--- src/rtl/regfile_scoreboard_if.sv ---
// regfile_scoreboard_if: ID issue, WB retire and flush signals for the
// register-file scoreboard, plus its stall/status outputs.
// With SCOREBOARD_STATS_EN defined the bundle also carries stall_cycles_o.
interface regfile_scoreboard_if;
    logic        ID_valid_i;
    logic [4:0]  ID_rs1_i;
    logic [4:0]  ID_rs2_i;
    logic        ID_rs1_used_i;
    logic        ID_rs2_used_i;
    logic [4:0]  ID_rd_i;
    logic        ID_reg_wr_en_i;
    logic        EX_stall_i;
    logic        WB_retire_i;
    logic [4:0]  WB_rd_i;
    logic        WB_reg_wr_en_i;
    logic        flush_all_i;
    logic        stall_o;
    logic        issue_o;
    logic        busy_o;
    logic [5:0]  pending_cnt_o;
`ifdef SCOREBOARD_STATS_EN
    logic [31:0] stall_cycles_o;
`endif

    // Pipeline side: drives ID/WB bookkeeping, observes stall/status.
    modport master (
        output ID_valid_i, ID_rs1_i, ID_rs2_i, ID_rs1_used_i, ID_rs2_used_i,
               ID_rd_i, ID_reg_wr_en_i, EX_stall_i, WB_retire_i, WB_rd_i,
               WB_reg_wr_en_i, flush_all_i,
`ifdef SCOREBOARD_STATS_EN
        input  stall_cycles_o,
`endif
        input  stall_o, issue_o, busy_o, pending_cnt_o
    );

    // Scoreboard side.
    modport slave (
        input  ID_valid_i, ID_rs1_i, ID_rs2_i, ID_rs1_used_i, ID_rs2_used_i,
               ID_rd_i, ID_reg_wr_en_i, EX_stall_i, WB_retire_i, WB_rd_i,
               WB_reg_wr_en_i, flush_all_i,
`ifdef SCOREBOARD_STATS_EN
        output stall_cycles_o,
`endif
        output stall_o, issue_o, busy_o, pending_cnt_o
    );
endinterface

--- src/rtl/regfile_scoreboard.sv ---
// regfile_scoreboard: per-register pending-write counters for the RV32I
// register file. Stalls ID on read-after-write hazards the register file's
// same-cycle write-through cannot cover; a writeback in the current cycle
// already counts as having cleared its hazard.
// Optional: define SCOREBOARD_STATS_EN to add stall_cycles_o, a wrapping
// count of stalled cycles cleared only by reset.

// One register's in-flight writer count.
module regfile_scoreboard_cnt #(
    parameter int CNT_W = 2
) (
    input  logic             clk_i,
    input  logic             rst_i,
    input  logic             inc,
    input  logic             clr,
    input  logic             flush,
    output logic [CNT_W-1:0] cnt
);
    // Flush wins; inc+clr cancel; never wrap in either direction.
    always_ff @(posedge clk_i or posedge rst_i) begin
        if (rst_i)
            cnt <= '0;
        else if (flush)
            cnt <= '0;
        else if (inc && !clr) begin
            if (cnt != '1) cnt <= cnt + 1'b1;
        end else if (clr && !inc) begin
            if (cnt != '0) cnt <= cnt - 1'b1;
        end
    end
endmodule

module regfile_scoreboard #(
    parameter int NUM_REGS = 32,
    parameter int CNT_W    = 2
) (
    input logic                 clk_i,
    input logic                 rst_i,
    regfile_scoreboard_if.slave sb
);
    localparam logic [CNT_W-1:0] CNT_MAX = '1;
    localparam logic [CNT_W-1:0] CNT_ONE = CNT_W'(1);

    // Entries beyond NUM_REGS and x0 read as constant zero.
    logic [31:0][CNT_W-1:0] cnt;
    logic                   wb_hit;
    logic                   clr_rs1, clr_rs2, clr_rd;
    logic                   haz1, haz2, full;
    logic                   stall, issue;
    logic [15:0]            sum;

    assign wb_hit  = sb.WB_retire_i && sb.WB_reg_wr_en_i && (sb.WB_rd_i != 5'd0);
    assign clr_rs1 = wb_hit && (sb.WB_rd_i == sb.ID_rs1_i);
    assign clr_rs2 = wb_hit && (sb.WB_rd_i == sb.ID_rs2_i);
    assign clr_rd  = wb_hit && (sb.WB_rd_i == sb.ID_rd_i);

    // Hazard / capacity check; a last writer retiring now is bypassed.
    always_comb begin
        haz1 = sb.ID_rs1_used_i && (sb.ID_rs1_i != 5'd0) &&
               (cnt[sb.ID_rs1_i] != '0) &&
               !((cnt[sb.ID_rs1_i] == CNT_ONE) && clr_rs1);
        haz2 = sb.ID_rs2_used_i && (sb.ID_rs2_i != 5'd0) &&
               (cnt[sb.ID_rs2_i] != '0) &&
               !((cnt[sb.ID_rs2_i] == CNT_ONE) && clr_rs2);
        full = sb.ID_reg_wr_en_i && (sb.ID_rd_i != 5'd0) &&
               (cnt[sb.ID_rd_i] == CNT_MAX) && !clr_rd;
    end

    assign stall = sb.ID_valid_i && (haz1 || haz2 || full);
    assign issue = sb.ID_valid_i && !stall && !sb.EX_stall_i;

    genvar r;
    generate
        for (r = 0; r < 32; r++) begin : g_reg
            if (r == 0 || r >= NUM_REGS) begin : g_zero
                assign cnt[r] = '0;
            end else begin : g_cnt
                regfile_scoreboard_cnt #(.CNT_W(CNT_W)) u_cnt (
                    .clk_i (clk_i),
                    .rst_i (rst_i),
                    .inc   (issue && sb.ID_reg_wr_en_i && (sb.ID_rd_i == 5'(r))),
                    .clr   (wb_hit && (sb.WB_rd_i == 5'(r))),
                    .flush (sb.flush_all_i),
                    .cnt   (cnt[r])
                );
            end
        end
    endgenerate

    // Total outstanding writes across all registers.
    always_comb begin
        sum = '0;
        for (int i = 1; i < 32; i++) sum = sum + 16'(cnt[i]);
    end

    assign sb.stall_o       = stall;
    assign sb.issue_o       = issue;
    assign sb.busy_o        = |cnt;
    assign sb.pending_cnt_o = (sum > 16'd63) ? 6'd63 : sum[5:0];

`ifdef SCOREBOARD_STATS_EN
    logic [31:0] stall_cycles;

    // Stalled-cycle counter; survives flush, wraps naturally.
    always_ff @(posedge clk_i or posedge rst_i) begin
        if (rst_i)
            stall_cycles <= '0;
        else if (stall)
            stall_cycles <= stall_cycles + 32'd1;
    end

    assign sb.stall_cycles_o = stall_cycles;
`endif
endmodule

--- src/flat_wrapper.sv ---
// flat-port wrapper written by rule: the top's interface ports become plain ports
module regfile_scoreboard_flat 
#(
    parameter int NUM_REGS = 32,
    parameter int CNT_W    = 2
)
  (clk_i, rst_i, sb_ID_valid_i, sb_ID_rs1_i, sb_ID_rs2_i, sb_ID_rs1_used_i, sb_ID_rs2_used_i, sb_ID_rd_i, sb_ID_reg_wr_en_i, sb_EX_stall_i, sb_WB_retire_i, sb_WB_rd_i, sb_WB_reg_wr_en_i, sb_flush_all_i, sb_stall_o, sb_issue_o, sb_busy_o, sb_pending_cnt_o);
  regfile_scoreboard_if sb_i ();
  input logic clk_i;
  input logic rst_i;
  input wire logic [$bits(sb_i.ID_valid_i)-1:0] sb_ID_valid_i;
  input wire logic [$bits(sb_i.ID_rs1_i)-1:0] sb_ID_rs1_i;
  input wire logic [$bits(sb_i.ID_rs2_i)-1:0] sb_ID_rs2_i;
  input wire logic [$bits(sb_i.ID_rs1_used_i)-1:0] sb_ID_rs1_used_i;
  input wire logic [$bits(sb_i.ID_rs2_used_i)-1:0] sb_ID_rs2_used_i;
  input wire logic [$bits(sb_i.ID_rd_i)-1:0] sb_ID_rd_i;
  input wire logic [$bits(sb_i.ID_reg_wr_en_i)-1:0] sb_ID_reg_wr_en_i;
  input wire logic [$bits(sb_i.EX_stall_i)-1:0] sb_EX_stall_i;
  input wire logic [$bits(sb_i.WB_retire_i)-1:0] sb_WB_retire_i;
  input wire logic [$bits(sb_i.WB_rd_i)-1:0] sb_WB_rd_i;
  input wire logic [$bits(sb_i.WB_reg_wr_en_i)-1:0] sb_WB_reg_wr_en_i;
  input wire logic [$bits(sb_i.flush_all_i)-1:0] sb_flush_all_i;
  output wire logic [$bits(sb_i.stall_o)-1:0] sb_stall_o;
  output wire logic [$bits(sb_i.issue_o)-1:0] sb_issue_o;
  output wire logic [$bits(sb_i.busy_o)-1:0] sb_busy_o;
  output wire logic [$bits(sb_i.pending_cnt_o)-1:0] sb_pending_cnt_o;
  assign sb_i.ID_valid_i = sb_ID_valid_i;
  assign sb_i.ID_rs1_i = sb_ID_rs1_i;
  assign sb_i.ID_rs2_i = sb_ID_rs2_i;
  assign sb_i.ID_rs1_used_i = sb_ID_rs1_used_i;
  assign sb_i.ID_rs2_used_i = sb_ID_rs2_used_i;
  assign sb_i.ID_rd_i = sb_ID_rd_i;
  assign sb_i.ID_reg_wr_en_i = sb_ID_reg_wr_en_i;
  assign sb_i.EX_stall_i = sb_EX_stall_i;
  assign sb_i.WB_retire_i = sb_WB_retire_i;
  assign sb_i.WB_rd_i = sb_WB_rd_i;
  assign sb_i.WB_reg_wr_en_i = sb_WB_reg_wr_en_i;
  assign sb_i.flush_all_i = sb_flush_all_i;
  assign sb_stall_o = sb_i.stall_o;
  assign sb_issue_o = sb_i.issue_o;
  assign sb_busy_o = sb_i.busy_o;
  assign sb_pending_cnt_o = sb_i.pending_cnt_o;
  regfile_scoreboard #(.NUM_REGS(NUM_REGS), .CNT_W(CNT_W)) u_core (.clk_i(clk_i), .rst_i(rst_i), .sb(sb_i));
endmodule
--- config.mk ---
export PLATFORM = sky130hd
export DESIGN_NAME = regfile_scoreboard_flat
export DESIGN_NICKNAME = d
export VERILOG_FILES = /design/src/rtl/regfile_scoreboard_if.sv /design/src/rtl/regfile_scoreboard.sv /design/src/flat_wrapper.sv
export SDC_FILE = /design/constraint.sdc
export NUM_CORES = 1
export LEC_CHECK = 0
export ABC_CLOCK_PERIOD_IN_PS = 15200
export CAP_MARGIN = 40
export CORE_MARGIN = 3
export CORE_UTILIZATION = 59
export CTS_BUF_LIST = sky130_fd_sc_hd__clkbuf_8 sky130_fd_sc_hd__clkbuf_16
export CTS_CLUSTER_SIZE = 24
export DETAILED_ROUTE_END_ITERATION = 16
export DONT_BUFFER_PORTS = 1
export GPL_TIMING_DRIVEN = 1
export PLACE_DENSITY = 0.75
export SLEW_MARGIN = 0
export SYNTH_ARGS = -nofsm -noshare
export SYNTH_HDL_FRONTEND = slang
export SYNTH_SLANG_ARGS = --single-unit
--- constraint.sdc ---
create_clock -name clk_i -period 15.2 [get_ports clk_i]
set_input_delay 3.04 -clock clk_i [delete_from_list [all_inputs] [get_ports clk_i]]
set_output_delay 3.04 -clock clk_i [all_outputs]
set_load 0.05 [all_outputs]
After elaboration in Yosys (flattened, before gate mapping)
Index checks and enable logic that the tools add are counted.
- $add $sub $neg: 92
- $lt $le $gt $ge: 4
- equal/unequal tests: 130
- multiplexer cells: 162
- reductions and logical operators: 344
- operators by type and width (operator ; count):
    $add 16x2->16 ; 29
    $mux 2 ; 158
    $reduce_bool 3->1 ; 62
    $eq 5x5->1 const B ; 32
    $logic_and 1x1->1 ; 144
    $ne 3x2->1 const B ; 31
    $reduce_and 3->1 ; 31
    $eq 5x4->1 const B ; 16
    $logic_not 1->1 ; 67
    $reduce_bool 2->1 ; 33
    $add 2x1->2 const B ; 31
    $ne 2x2->1 const B ; 31
    $reduce_or 62->1 ; 1
    $sub 2x1->2 const B ; 31
    $eq 5x3->1 const B ; 8
    $bmux 2 s5 ; 3
    $eq 5x2->1 const B ; 4
    $reduce_bool 5->1 ; 4
    $lt 5x6->1 const B ; 3
    $gt 16x6->1 const B ; 1
    $eq 5x5->1 ; 3
    $eq 5x1->1 const B ; 2
    $mux 6 ; 1
    $eq 2x1->1 const B ; 2
    other kinds (3) ; 4
- flip-flop bits (word level): 62
- bits of input ports: 30
- word-level logic and storage cells: 763

Depth between registers and ports, before layout
Gate-level depths: netlist of the first run.
- depth in word-level cells: 32
- depth in mapped cells: 20

Modules after synthesis
Synthesis of the first run repeated with hierarchy kept, for this count alone.
- cell total of the unflattened synthesis: 931
- area, all modules: 7977.7 um2
- modules (own cells, without submodules) (module ; instances ; cells an instance ; area each (um2) ; sequential area each (um2)):
    regfile_scoreboard ; 1 ; 528 ; 4331.7 ; 0.0
    regfile_scoreboard_cnt ; 31 ; 13 ; 117.6 ; 50.0

Worst setup path after synthesis of the first run
No wires, ideal clock.
- path kind: flip-flop to output port
- start: register u_core.g_reg[1].g_cnt.u_cnt.cnt[0]
- end: output port sb_pending_cnt_o[2]
- data arrival time: 6.384 ns
- data required time: 12.160 ns
- path slack: 5.776 ns
- cell stages (with the launch flop): 21
- buffers on the path: 0
- cell sequence: dfrtp_1 > ha_1 > inv_1 > fa_1 > inv_1 > fa_1 > fa_1 > fa_1 > fa_1 > fa_1 > fa_1 > inv_1 > fa_1 > inv_1 > fa_1 > a21oi_1 > nor2_1 > nor2_1 > o21bai_1 > a21oi_1 > nand2_1
- longest elaborated chain between the ends: 32
- RTL lines (element ; line ; text):
    start: declaration ; regfile_scoreboard.sv:17 ; output logic [CNT_W-1:0] cnt
    start signal: assignment ; regfile_scoreboard.sv:26 ; if (cnt != '1) cnt <= cnt + 1'b1;
    start signal: assignment ; regfile_scoreboard.sv:28 ; if (cnt != '0) cnt <= cnt - 1'b1;
    $add 2x2->3 * ; regfile_scoreboard.sv:93 ; for (int i = 1; i < 32; i++) sum = sum + 16'(cnt[i]);
    $add 16x2->16 * (29 in series) ; regfile_scoreboard.sv:93 ;
    $gt 16x6->1 ; regfile_scoreboard.sv:99 ; assign sb.pending_cnt_o = (sum > 16'd63) ? 6'd63 : sum[5:0];
    $mux 6 * ; regfile_scoreboard.sv:99 ;
    end: declaration ; flat_wrapper.sv:26 ; output wire logic [$bits(sb_i.pending_cnt_o)-1:0] sb_pending_cnt_o;
Mark *: on every way between the ends. The rest lies on a longest branch, timed or not.

Worst setup path in the final report of the first run
Same ends and word-level chain as after synthesis.

==> metrics.md, run 1 <==
| Metric | Value |
|---|---|
| Register containing the most flip-flops in the final layout | `u_core.g.g_cnt.u_cnt.cnt` |
| TritonCTS clock tree | `yes` |
| Core Footprint | `12300 µm²` |
| Number of instances on the worst hold path | `1` |
| Total Negative Setup Slacks | `0 ps` |
| Slew at the pin with the worst max-slew slack | `871 ps` |
| Number of nets in the finished design | `909` |
| Die outline area | `14200 µm²` |
| Peak supply drop | `0.0000754 V` |
| Vertical die dimension | `119 µm` |
| Areal power density over the cells | `54.8 nW/µm²` |
| Yosys top cell area share | `20.6%` |
| Pin count of the biggest net entering global routing | `63` |
| Half-perimeter wire length of the detailed placement result | `19.4 mm` |
| Hold Crit Class | `reg -> reg` |
| DIE WIDTH | `119 µm` |
| # Post-CTS Setup Buffers | `0` |
| Relative slew slack | `41.7%` |
| Time the worst path needs with I/O delays and setup | `10230 ps` |
| Via total after detailed routing | `7116` |
| Hold buffer count at CTS | `0` |
| Sinks on Clock Net | `62` |
| Final clock skew | `8.26 ps` |
| Maximum level of the CTS H-tree | `3` |
| Seq cells post-synth | `62` |
| Clock buffer count from CTS | `9` |
| Fraction of layout cells with a size suffix above 1 | `9.08%` |
| Final number of setup-violating endpoints | `0` |
| Distinct cells, synth | `69` |
| Avg Vias per Cell | `7.24` |
| WP data arrival | `7190 ps` |
| Flip-flop count of the largest register, all copies and words added | `62` |
| Via count of the first global-routing pass | `6974` |
| Clock tree root driver cell | `clkbuf_16` |
| Status | `completed` |
| Fraction of synthesis flops using an asynchronous set or reset pin | `100%` |
| Detailed Routing Iterations Pass 1 | `9` |
| Mapped Avg Cell Area | `8.95 µm²` |
| Most used standard cell by instance count after synthesis | `inv_1` |
| Crit path capture type | `output port` |
| Footprint of the multi-input gates | `5400 µm²` |
| Number of cells produced by synthesis | `843` |
| Synth top area cells | `dfrtp_1 21%, fa_1 15%, mux4_2 10%` |
| Boundary pin count | `39` |
| Met1 GRT Util | `50.0%` |
| Final number of hold-violating endpoints | `0` |
| Cell total after placement | `967` |
| Post-detailed-placement cell area | `7530 µm²` |
| Synthesized Nets | `942` |
| Clock-pin slew of the registers on the worst-case setup and hold paths | `60 ps` |
| IO Port Bufs | `0` |
| Row cnt | `40` |
| Static power due to leakage | `0.00326 µW` |
| Detailed-route wire length | `26.4 mm` |
| Post-detailed-route DRC marker count | `0` |
| Area of the mapped netlist | `7540 µm²` |
| Diodes inserted | `0` |
| Effective utilization at floorplan | `61.5%` |
| Proportion of synthesized chip area in sequential cells | `20.6%` |
| Required @ worst endpoint | `12160 ps` |
| Wire length of the first global-routing pass | `40.5 mm` |
| Layer carrying the most global-route usage | `met2` |
| First-iteration detailed-routing DRC count | `981` |
| Met3 Resource Use GR | `11.9%` |
| Yosys synthesis warning count | `0` |
| Global-route track usage on met2 | `56.9%` |
| Highest Clock Rate | `97.8 MHz` |
| Worst hold slack after final layout | `586 ps` |
| Number of max-capacitance violations reported | `0` |
| Filler-free cell count of the finished design | `983` |
| Cell accounting for the most synthesized area | `dfrtp_1` |
| Layout-stage area growth over the synthesis result | `3.90%` |
| Seq. cell area | `1550 µm²` |
| Skew-Pair Late Insertion Delay | `340 ps` |
| Remaining antenna violation count | `0` |
| Registers with the most flip-flops | `u_core.g.g_cnt.u_cnt.cnt (62)` |
| Maximum buffer depth of the clock tree | `2` |
| Global route total overflow | `0` |
| Number of gates resized after cts | `0` |
| Setup repair after global routing missed its margin | `false` |
| Area of all placed cells without fillers | `7840 µm²` |
| Global-route total usage across every layer | `37.8%` |
| Critical path fanouts, max | `8` |
| Final worst path period share | `67.3%` |
| Top flip-flop cell by instance count after synthesis | `dfrtp_1` |
| Number of antenna violations at the first check in global routing | `0` |
| EDFF count, synth | `0` |
| WS Path Type | `reg -> out` |
| Max-slew violations | `0` |
| Worst R2R Path Depth | `9` |
| Synth top cells by count | `91 x inv_1, 64 x nand2_1, 62 x dfrtp_1` |
| Wire length per cell after detailed routing | `26.9 µm` |
| Kind of start point of the critical path | `flop` |
| Weighted congestion at the end of routability-driven global placement | `0.975` |
| Filler Cells Inserted | `1040` |
==> path summary, 6_finish.rpt <==
path,slack [ps],startpoint,to
max,4970,u_core.g_reg[1].g_cnt.u_cnt.cnt[0],sb_pending_cnt_o[2]
min,590,u_core.g_reg[8].g_cnt.u_cnt.cnt[0],u_core.g_reg[8].g_cnt.u_cnt.cnt[0]
max reg2reg,11720,u_core.g_reg[28].g_cnt.u_cnt.cnt[1],u_core.g_reg[4].g_cnt.u_cnt.cnt[0]
min reg2reg,590,u_core.g_reg[8].g_cnt.u_cnt.cnt[0],u_core.g_reg[8].g_cnt.u_cnt.cnt[0]
max in group asynchronous,11810,rst_i,u_core.g_reg[31].g_cnt.u_cnt.cnt[0]
min in group asynchronous,2840,rst_i,u_core.g_reg[13].g_cnt.u_cnt.cnt[1]
==> report_power, final <==
part | total, µW | internal (µW) | switching (µW)
combinational | 50.5 | 16.5 | 34.0
sequential | 166 | 165 | 0.802
clock | 213 | 134 | 78.8
==> area by class of cell <==
cell class	count	area share, %
Tap cell	168	2.68
Timing Repair Buffer	4	0.383
Clock buffer	11	3.22
Sequential cell	62	19.8
Inverter	91	4.36
Clock inverter	5	0.639
Multi-Input combinational cell	642	68.9
==> per-stage QoR <==
stage               setup slack [ps]  total power, µW  utilization [%]
finish                          4970              430             63.9
global route                    4550              439             63.9
CTS                             4920              430             63.9
detailed placement              5320              218             61.4
global placement                5460              217             61.4
floorplan                       5780              221                -
==> worst max-delay path, cell delays in order, from the launching register on <==
cell and delay (ps):
dfrtp_1 520, ha_1 200, inv_1 50, fa_1 540, inv_1 70, fa_1 510, fa_1 520, fa_1 520
fa_1 510, fa_1 520, fa_1 540, inv_1 50, fa_1 520, inv_1 60, fa_1 420, a21oi_1 160
nor2_1 50, nor2_1 160, o21bai_1 90, a21oi_1 400, nand2_1 440
==> logic make-up after synthesis <==
family / share of synthesized area, %
xor gates and xnor gates: 2.79
and+or+nand+nor: 21.3
adders and majority gates: 17.1
muxes: 13.5
AOI/OAI and AO/OA: 16.8
DFF: 20.6
buffers and inverters: 7.83
==> routing by layer <==
metal | share of wire [%] | up-vias
met4 | 5.3 | 0
li1 | - | 2969
met2 | 44 | 568
met1 | 36 | 3463
met3 | 15 | 116
met5 | 0 | -
==> layout by cell type, fill, tap and decap left out, drive strengths merged, types with 3 or more instances in the layout <==
cell,count
a21boi,5
a221oi,14
mux4,35
nand4,8
nand3,32
o211a,3
or2,9
nor3,31
nor4,27
nand2,66
a211oi,16
and2,12
nor3b,5
inv,93
xor2,14
ha,12
dfrtp,62
nand2b,25
a21o,6
o31ai,4
o21a,13
o311ai,3
a21oi,43
clkbuf,11
o21ai,36
buf,4
o31a,8
nor2b,14
fa,57
and3,13
a22oi,3
or3,6
mux2,7
o32ai,6
xnor2,10
mux2i,15
a31oi,9
nor2,51
Note: power is estimated with default switching activity, not from simulation.
==> run 2, diff against run 1 <==
- ABC_CLOCK_PERIOD_IN_PS: 15200 -> 8800
- PLACE_DENSITY: 0.75 -> 0.78
- clock period: 15.2 -> 8.8 ns (I/O delays scaled with it)
==> run 2 against run 1 <==
Against the previous run:
- non-clock buffer count rose by 11
- sequential share of layout area shrank 0.13 points
- sequential power up 73%
- die area is the same
- largest power group unchanged
- first-iteration DRC count is 2.0% lower
- worst setup slack worse by 4700 ps
- cell area up 0.83%
- flip-flop and latch count stayed put
- via count shrank 0.41%
- clock power is 53% higher
==> metrics.md, run 2 (synthesis results as in run 1) <==
| Metric | Value |
|---|---|
| Status | `completed` |
| Highest Clock Rate | `117 MHz` |
| Detailed Routing Iterations Pass 1 | `6 (-3)` |
| Global-route total usage across every layer | `36.4% (-1.4 points)` |
| DIE WIDTH | `119 µm (unchanged)` |
| Flip-flop count of the largest register, all copies and words added | `62 (unchanged)` |
| Boundary pin count | `39 (unchanged)` |
| Registers with the most flip-flops | `u_core.g.g_cnt.u_cnt.cnt (62)` |
| Critical path fanouts, max | `6 (-2)` |
| Required @ worst endpoint | `7040 ps (-5120 ps)` |
| Diodes inserted | `0 (unchanged)` |
| Global route total overflow | `0 (unchanged)` |
| Number of instances on the worst hold path | `2 (+1)` |
| Filler-free cell count of the finished design | `993 (+1.0%)` |
| Time the worst path needs with I/O delays and setup | `8530 ps` |
| Met2 WL | `11.4 mm (-2.2%)` |
| Row cnt | `40 (unchanged)` |
| Setup repair after global routing missed its margin | `false` |
| Clock tree root driver cell | `clkbuf_16` |
| WP data arrival | `6770 ps (-420 ps)` |
| Cell Int Power | `516 µW (+63%)` |
| Remaining antenna violation count | `0 (unchanged)` |
| Avg Vias per Cell | `7.14 (-1.4%)` |
| Clock buffer count from CTS | `9 (unchanged)` |
| Pin count of the biggest net entering global routing | `63 (unchanged)` |
| Wire length per cell after detailed routing | `25.6 µm (-4.8%)` |
| Via total after detailed routing | `7087 (-0.41%)` |
| Clock-pin slew of the registers on the worst-case setup and hold paths | `50 ps (about the same)` |
| Share of power burned in registers | `41.1% (+2.4 points)` |
| Static power due to leakage | `0.00331 µW (+1.6%)` |
| Switching pwr | `182 µW (+60%)` |
| Final worst path period share | `96.9%` |
| Final number of setup-violating endpoints | `0 (unchanged)` |
| Half-perimeter wire length of the detailed placement result | `19.2 mm (-1.1%)` |
| Cell total after placement | `977 (+1.0%)` |
| TritonCTS clock tree | `yes` |
| Wire length of the first global-routing pass | `39.0 mm (-3.5%)` |
| Met3 wire length | `3.90 mm (+1.7%)` |
| Worst hold slack after final layout | `667 ps (+80.6 ps)` |
| Min-Delay Startpoint | `u_core.g_reg[1].g_cnt.u_cnt.cnt[1]` |
| Kind of start point of the critical path | `flop` |
| Maximum buffer depth of the clock tree | `2 (unchanged)` |
| Switching Fraction | `26.1% (-0.33 points)` |
| Worst setup path start | `u_core.g_reg[2].g_cnt.u_cnt.cnt[0]` |
| Number of nets in the finished design | `920 (+1.2%)` |
| Final number of hold-violating endpoints | `0 (unchanged)` |
| Clk network pwr share | `46.7% (-2.9 points)` |
| IO Port Bufs | `0 (unchanged)` |
| Core Util, Final | `64.4% (+0.53 points)` |
| Most common library cell in the layout ignoring fill and taps | `inv_1` |
| Hold buffer count at CTS | `0 (unchanged)` |
| Post-detailed-route DRC marker count | `0 (unchanged)` |
| Crit path capture type | `output port` |
| Worst R2R Path Depth | `9 (unchanged)` |
| Crit Reg-Reg Startpoint | `u_core.g_reg[6].g_cnt.u_cnt.cnt[0]` |
| Final clock skew | `5.47 ps (-2.80 ps)` |
| Vertical die dimension | `119 µm (unchanged)` |
| Sinks on Clock Net | `62 (unchanged)` |
| Detailed-route wire length | `25.4 mm (-3.8%)` |
| Uppermost signal routing layer after detailed routing | `met4` |
| Fraction of layout cells with a size suffix above 1 | `10.5% (+1.5 points)` |
| Areal power density over the cells | `88.4 nW/µm² (+61%)` |
| Slew at the pin with the worst max-slew slack | `880 ps (+8.53 ps)` |
| Die outline area | `14200 µm² (unchanged)` |
| Peak supply drop | `0.000103 V (+36%)` |
| First-iteration detailed-routing DRC count | `961 (-2.0%)` |
| Maximum level of the CTS H-tree | `3 (unchanged)` |
| Commonest cells after routing, fill and taps aside | `93 x inv_1, 64 x nand2_1, 60 x dfrtp_1, 57 x fa_1, 50 x nor2_1` |
| Proportion of power drawn by combinational gates | `12.2% (+0.5 points)` |
| Relative slew slack | `41.1% (-0.57 points)` |
| Effective utilization at floorplan | `61.5% (unchanged)` |
| Register containing the most flip-flops in the final layout | `u_core.g.g_cnt.u_cnt.cnt` |
| Weighted congestion at the end of routability-driven global placement | `1.07 (+9.6%)` |
| Core Footprint | `12300 µm² (unchanged)` |
| Hold Crit Class | `reg -> reg` |
| Layout-stage area growth over the synthesis result | `4.76%` |
| Detailed-route wire length on metal 1 | `8.99 mm (-6.3%)` |
| Via count of the first global-routing pass | `6997 (+0.33%)` |
| Number of antenna violations at the first check in global routing | `0 (unchanged)` |
| Number of max-capacitance violations reported | `0 (unchanged)` |
| WS Path Type | `reg -> out` |
| Max-slew violations | `0 (unchanged)` |
| Total Negative Setup Slacks | `0 ps (unchanged)` |
| Skew-Pair Late Insertion Delay | `340 ps (about the same)` |
## run 2: final cells by class
type	instances	area (µm²)
multi-input combinational	642	5410
fill	1035	4360
sequential	62	1550
inverter	91	342
clock buffer	11	253
tap	168	210
timing repair buffer	15	120
clock inverter	4	16.3
## run 2: path summary, 6_finish.rpt
check                                                      end  slack, ps
hold reg to reg             u_core.g_reg[1].g_cnt.u_cnt.cnt[1]        670
max in group asynchronous   u_core.g_reg[2].g_cnt.u_cnt.cnt[0]       6670
setup / recovery                           sb_pending_cnt_o[4]        270
min in group asynchronous  u_core.g_reg[15].g_cnt.u_cnt.cnt[1]       1540
hold / removal              u_core.g_reg[1].g_cnt.u_cnt.cnt[1]        670
setup reg to reg           u_core.g_reg[11].g_cnt.u_cnt.cnt[1]       5270
## run 2: repair_timing
action                                 4_1_cts  5_1_grt
setup endpoints to repair                    6        6
buffers inserted                             0        1
resized for setup                            1        3
pin swaps                                    0        1
endpoints found under the hold margin        0        0
## run 2: worst max-delay path: stages (launching register included)
cell	delay, ps
dfrtp_2	380
ha_1	140
inv_1	50
fa_1	520
inv_1	50
fa_1	500
fa_1	520
fa_1	530
fa_1	520
fa_1	510
fa_1	540
inv_1	60
fa_1	530
inv_1	70
fa_1	430
a21oi_1	180
nor2_1	60
nor2_2	120
o21bai_1	100
a21oi_2	280
nand2_1	100
buf_4	200
## run 2: per-layer routing
metal / vias up / GRT usage (%)
met5: - / 0
met4: 0 / 15.6
met3: 105 / 14.2
met2: 512 / 55.5
met1: 3491 / 46.3
li1: 2979 / -
## run 2: power groups by stage
stage          sequential [µW]  combinational, µW  clock (µW)
5_1_grt                    287               91.0         341
6_report                   287               85.0         326
2_1_floorplan              291               90.9           0
3_5_place_dp               292               83.2           0
3_3_place_gp               292               79.7           0
4_1_cts                    287               83.5         331
## run 2: per-stage QoR
stage               cell area, µm²  total power, µW  worst slack, ps
floorplan                     7540              382              656
global placement              7600              371              587
detailed placement            7620              375              272
CTS                           7890              701             40.1
global route                  7900              719             27.7
finish                        7900              698              270
==> run 3, diff against run 2 <==
- CELL_PAD_IN_SITES_DETAIL_PLACEMENT: unset -> 1
- CELL_PAD_IN_SITES_GLOBAL_PLACEMENT: unset -> 1
- CORE_UTILIZATION: 59 -> 46
- PLACE_DENSITY: 0.78 -> unset
- PLACE_DENSITY_LB_ADDON: unset -> 0.1
==> run 3 against run 2 <==
Against the previous run:
- sequential share of layout area fell by 0.33 points
- total power rose by 12%
- critical path type unchanged
- first-iteration DRC count fell by 24%
- clock power rose by 24%
- largest power group unchanged
- cell count rose by 4.9%
- hold slack got worse by 36 ps
- via count rose by 0.66%
- die area rose by 27%
- register-to-register slack got worse by 100 ps
- critical path depth did not move
- wire length rose by 15%
==> metrics.md, run 3 (synthesis results as in run 1) <==
| Metric | Value |
|---|---|
| Detailed-route wire length | `29.3 mm (+15%)` |
| WS Path Type | `reg -> out` |
| Commonest cells after routing, fill and taps aside | `90 x inv_1, 64 x nand2_1, 61 x dfrtp_1, 57 x fa_1, 50 x nor2_1` |
| Detailed Routing Iterations Pass 1 | `7 (+1)` |
| Fraction of layout cells with a size suffix above 1 | `10.9% (+0.35 points)` |
| Total Negative Setup Slacks | `0 ps (unchanged)` |
| Proportion of power drawn by combinational gates | `11.7% (-0.5 points)` |
| Switching pwr | `217 µW (+19%)` |
| Boundary pin count | `39 (unchanged)` |
| TritonCTS clock tree | `yes` |
| Worst hold slack after final layout | `630 ps (-36.4 ps)` |
| Cell Int Power | `566 µW (+9.7%)` |
| Vertical die dimension | `134 µm (+13%)` |
| Registers with the most flip-flops | `u_core.g.g_cnt.u_cnt.cnt (62)` |
| Status | `completed` |
| Global-route total usage across every layer | `33.3% (-3.0 points)` |
| Final clock skew | `9.11 ps (+3.64 ps)` |
| Kind of start point of the critical path | `flop` |
| Layout-stage area growth over the synthesis result | `6.44%` |
| Clk network pwr share | `51.7% (+5.0 points)` |
| Clock buffer count from CTS | `9 (unchanged)` |
| Row cnt | `46 (+15%)` |
| Flip-flop count of the largest register, all copies and words added | `62 (unchanged)` |
| Critical path fanouts, max | `6 (unchanged)` |
| Crit Reg-Reg Startpoint | `u_core.g_reg[5].g_cnt.u_cnt.cnt[1]` |
| First-iteration detailed-routing DRC count | `729 (-24%)` |
| Final number of setup-violating endpoints | `0 (unchanged)` |
| Wire length of the first global-routing pass | `44.8 mm (+15%)` |
| Maximum level of the CTS H-tree | `3 (unchanged)` |
| Most common library cell in the layout ignoring fill and taps | `inv_1` |
| Weighted congestion at the end of routability-driven global placement | `0.950 (-11%)` |
| WP data arrival | `6740 ps (-30 ps)` |
| Post-detailed-route DRC marker count | `0 (unchanged)` |
| Filler Cells Inserted | `1890 (+83%)` |
| Endpoint of the worst hold-timing path | `u_core.g_reg[8].g_cnt.u_cnt.cnt[0]` |
| Diodes inserted | `0 (unchanged)` |
| Die outline area | `18000 µm² (+27%)` |
| Relative slew slack | `39.7% (-1.4 points)` |
| Switching Fraction | `27.7% (+1.6 points)` |
| Required @ worst endpoint | `7040 ps (about the same)` |
| Max-slew violations | `0 (unchanged)` |
| Skew-Pair Late Insertion Delay | `360 ps (+20 ps)` |
| Pin count of the biggest net entering global routing | `63 (unchanged)` |
| Worst R2R Path Depth | `9 (unchanged)` |
| IO Port Bufs | `0 (unchanged)` |
| Half-perimeter wire length of the detailed placement result | `22.1 mm (+15%)` |
| Filler-free cell count of the finished design | `1042 (+4.9%)` |
| Clock tree root driver cell | `clkbuf_16` |
| Number of instances on the worst hold path | `1 (-1)` |
| Number of max-capacitance violations reported | `0 (unchanged)` |
| R2r setup slk | `5170 ps (-100 ps)` |
| Clock-pin slew of the registers on the worst-case setup and hold paths | `60 ps (about the same)` |
| Setup repair after global routing missed its margin | `false` |
| Number of nets in the finished design | `920 (unchanged)` |
| Highest Clock Rate | `118 MHz (+0.40%)` |
| Slew at the pin with the worst max-slew slack | `902 ps (+22.5 ps)` |
| Final worst path period share | `96.5% (-0.39 points)` |
| Sinks on Clock Net | `62 (unchanged)` |
| Time the worst path needs with I/O delays and setup | `8500 ps (-34.3 ps)` |
| Effective utilization at floorplan | `47.3% (-14 points)` |
| Core Footprint | `15900 µm² (+30%)` |
| Final number of hold-violating endpoints | `0 (unchanged)` |
| Crit path capture type | `output port` |
| Min-Delay Startpoint | `u_core.g_reg[8].g_cnt.u_cnt.cnt[0]` |
| Static power due to leakage | `0.00333 µW (+0.52%)` |
| Areal power density over the cells | `97.5 nW/µm² (+10%)` |
| Capture point of the worst reg-to-reg path | `u_core.g_reg[11].g_cnt.u_cnt.cnt[1]` |
| Remaining antenna violation count | `0 (unchanged)` |
| Hold Crit Class | `reg -> reg` |
| Peak supply drop | `0.000105 V (+2.2%)` |
| Cell total after placement | `1026 (+5.0%)` |
| Share of power burned in registers | `36.6% (-4.5 points)` |
| Via total after detailed routing | `7134 (+0.66%)` |
| Number of antenna violations at the first check in global routing | `0 (unchanged)` |
| Avg Vias per Cell | `6.85 (-4.1%)` |
| Core Util, Final | `50.4% (-14 points)` |
| Register containing the most flip-flops in the final layout | `u_core.g.g_cnt.u_cnt.cnt` |
| DIE WIDTH | `134 µm (+13%)` |
| Maximum buffer depth of the clock tree | `2 (unchanged)` |
| Wire length per cell after detailed routing | `28.1 µm (+9.6%)` |
| Global route total overflow | `0 (unchanged)` |
| # Post-CTS Setup Buffers | `0 (unchanged)` |
| Via count of the first global-routing pass | `7469 (+6.7%)` |
[run 3: routing by layer]
layer / wire (µm) / share of wire [%] / vias to the layer above / global-route usage (%)
met5: 0 / 0 / - / 0
met4: 1280 / 4.4 / 0 / 12.8
met3: 3270 / 11 / 109 / 11.8
met2: 13400 / 46 / 407 / 52.1
met1: 11300 / 39 / 3624 / 42.9
li1: - / - / 2994 / -
[run 3: how the worst max path moves through the flow]
stage | startpoint | end | slack [ps] | cells past startpoint
final | u_core.g_reg[2].g_cnt.u_cnt.cnt[0] | sb_pending_cnt_o[4] | 300 | 21
after floorplan | u_core.g_reg[1].g_cnt.u_cnt.cnt[0] | sb_pending_cnt_o[2] | 660 | 20
after global placement | u_core.g_reg[1].g_cnt.u_cnt.cnt[0] | sb_pending_cnt_o[0] | 630 | 21
after detailed placement | u_core.g_reg[1].g_cnt.u_cnt.cnt[1] | sb_pending_cnt_o[5] | 390 | 20
after global routing | u_core.g_reg[2].g_cnt.u_cnt.cnt[0] | sb_pending_cnt_o[4] | 10 | 21
after CTS | u_core.g_reg[1].g_cnt.u_cnt.cnt[1] | sb_pending_cnt_o[5] | 5 | 20
[run 3: timing repair]
action                     CTS  global route
setup endpoints to repair    0             6
gates resized for setup      0             3
hold buffers                 0             0
[run 3: worst max-delay path: stages, from the launching register on]
cell and delay [ps]:
dfrtp_1 350, ha_1 140, inv_1 50, fa_1 540
inv_1 60, fa_1 500, fa_1 510, fa_1 570
fa_1 440, fa_1 520, fa_1 540, inv_1 60
fa_1 540, inv_1 70, fa_1 430, a21oi_1 190
nor2_1 70, nor2_2 130, o21bai_1 90, a21oi_2 270
nand2_1 100, buf_4 200
[run 3: through the flow]
stage,setup WS [ps],cell area (µm²),power [µW]
finish,304,8030,783
global route,9.90,8030,804
CTS,5.48,8020,787
detailed placement,392,7700,382
global placement,635,7660,375
floorplan,656,7540,382
[run 3: power groups by stage]
| stage | Combinational (µW) | Sequential (µW) | Clock [µW] |
|---|---|---|---|
| after global placement | 83.0 | 292 | 0 |
| after detailed placement | 90.1 | 292 | 0 |
| after floorplan | 90.9 | 291 | 0 |
| final | 91.3 | 287 | 405 |
| after global routing | 97.4 | 287 | 421 |
| after CTS | 90.7 | 287 | 410 |
[run 3: layout make-up]
| class | count | area [µm²] | area share (%) |
|---|---|---|---|
| sequential | 62 | 1550 | 19.3 |
| clock inverter | 7 | 98.8 | 1.23 |
| multi-input combinational | 642 | 5410 | 67.4 |
| tap | 216 | 270 | 3.37 |
| inverter | 91 | 342 | 4.25 |
| clock buffer | 9 | 225 | 2.81 |
| timing repair buffer | 15 | 133 | 1.65 |
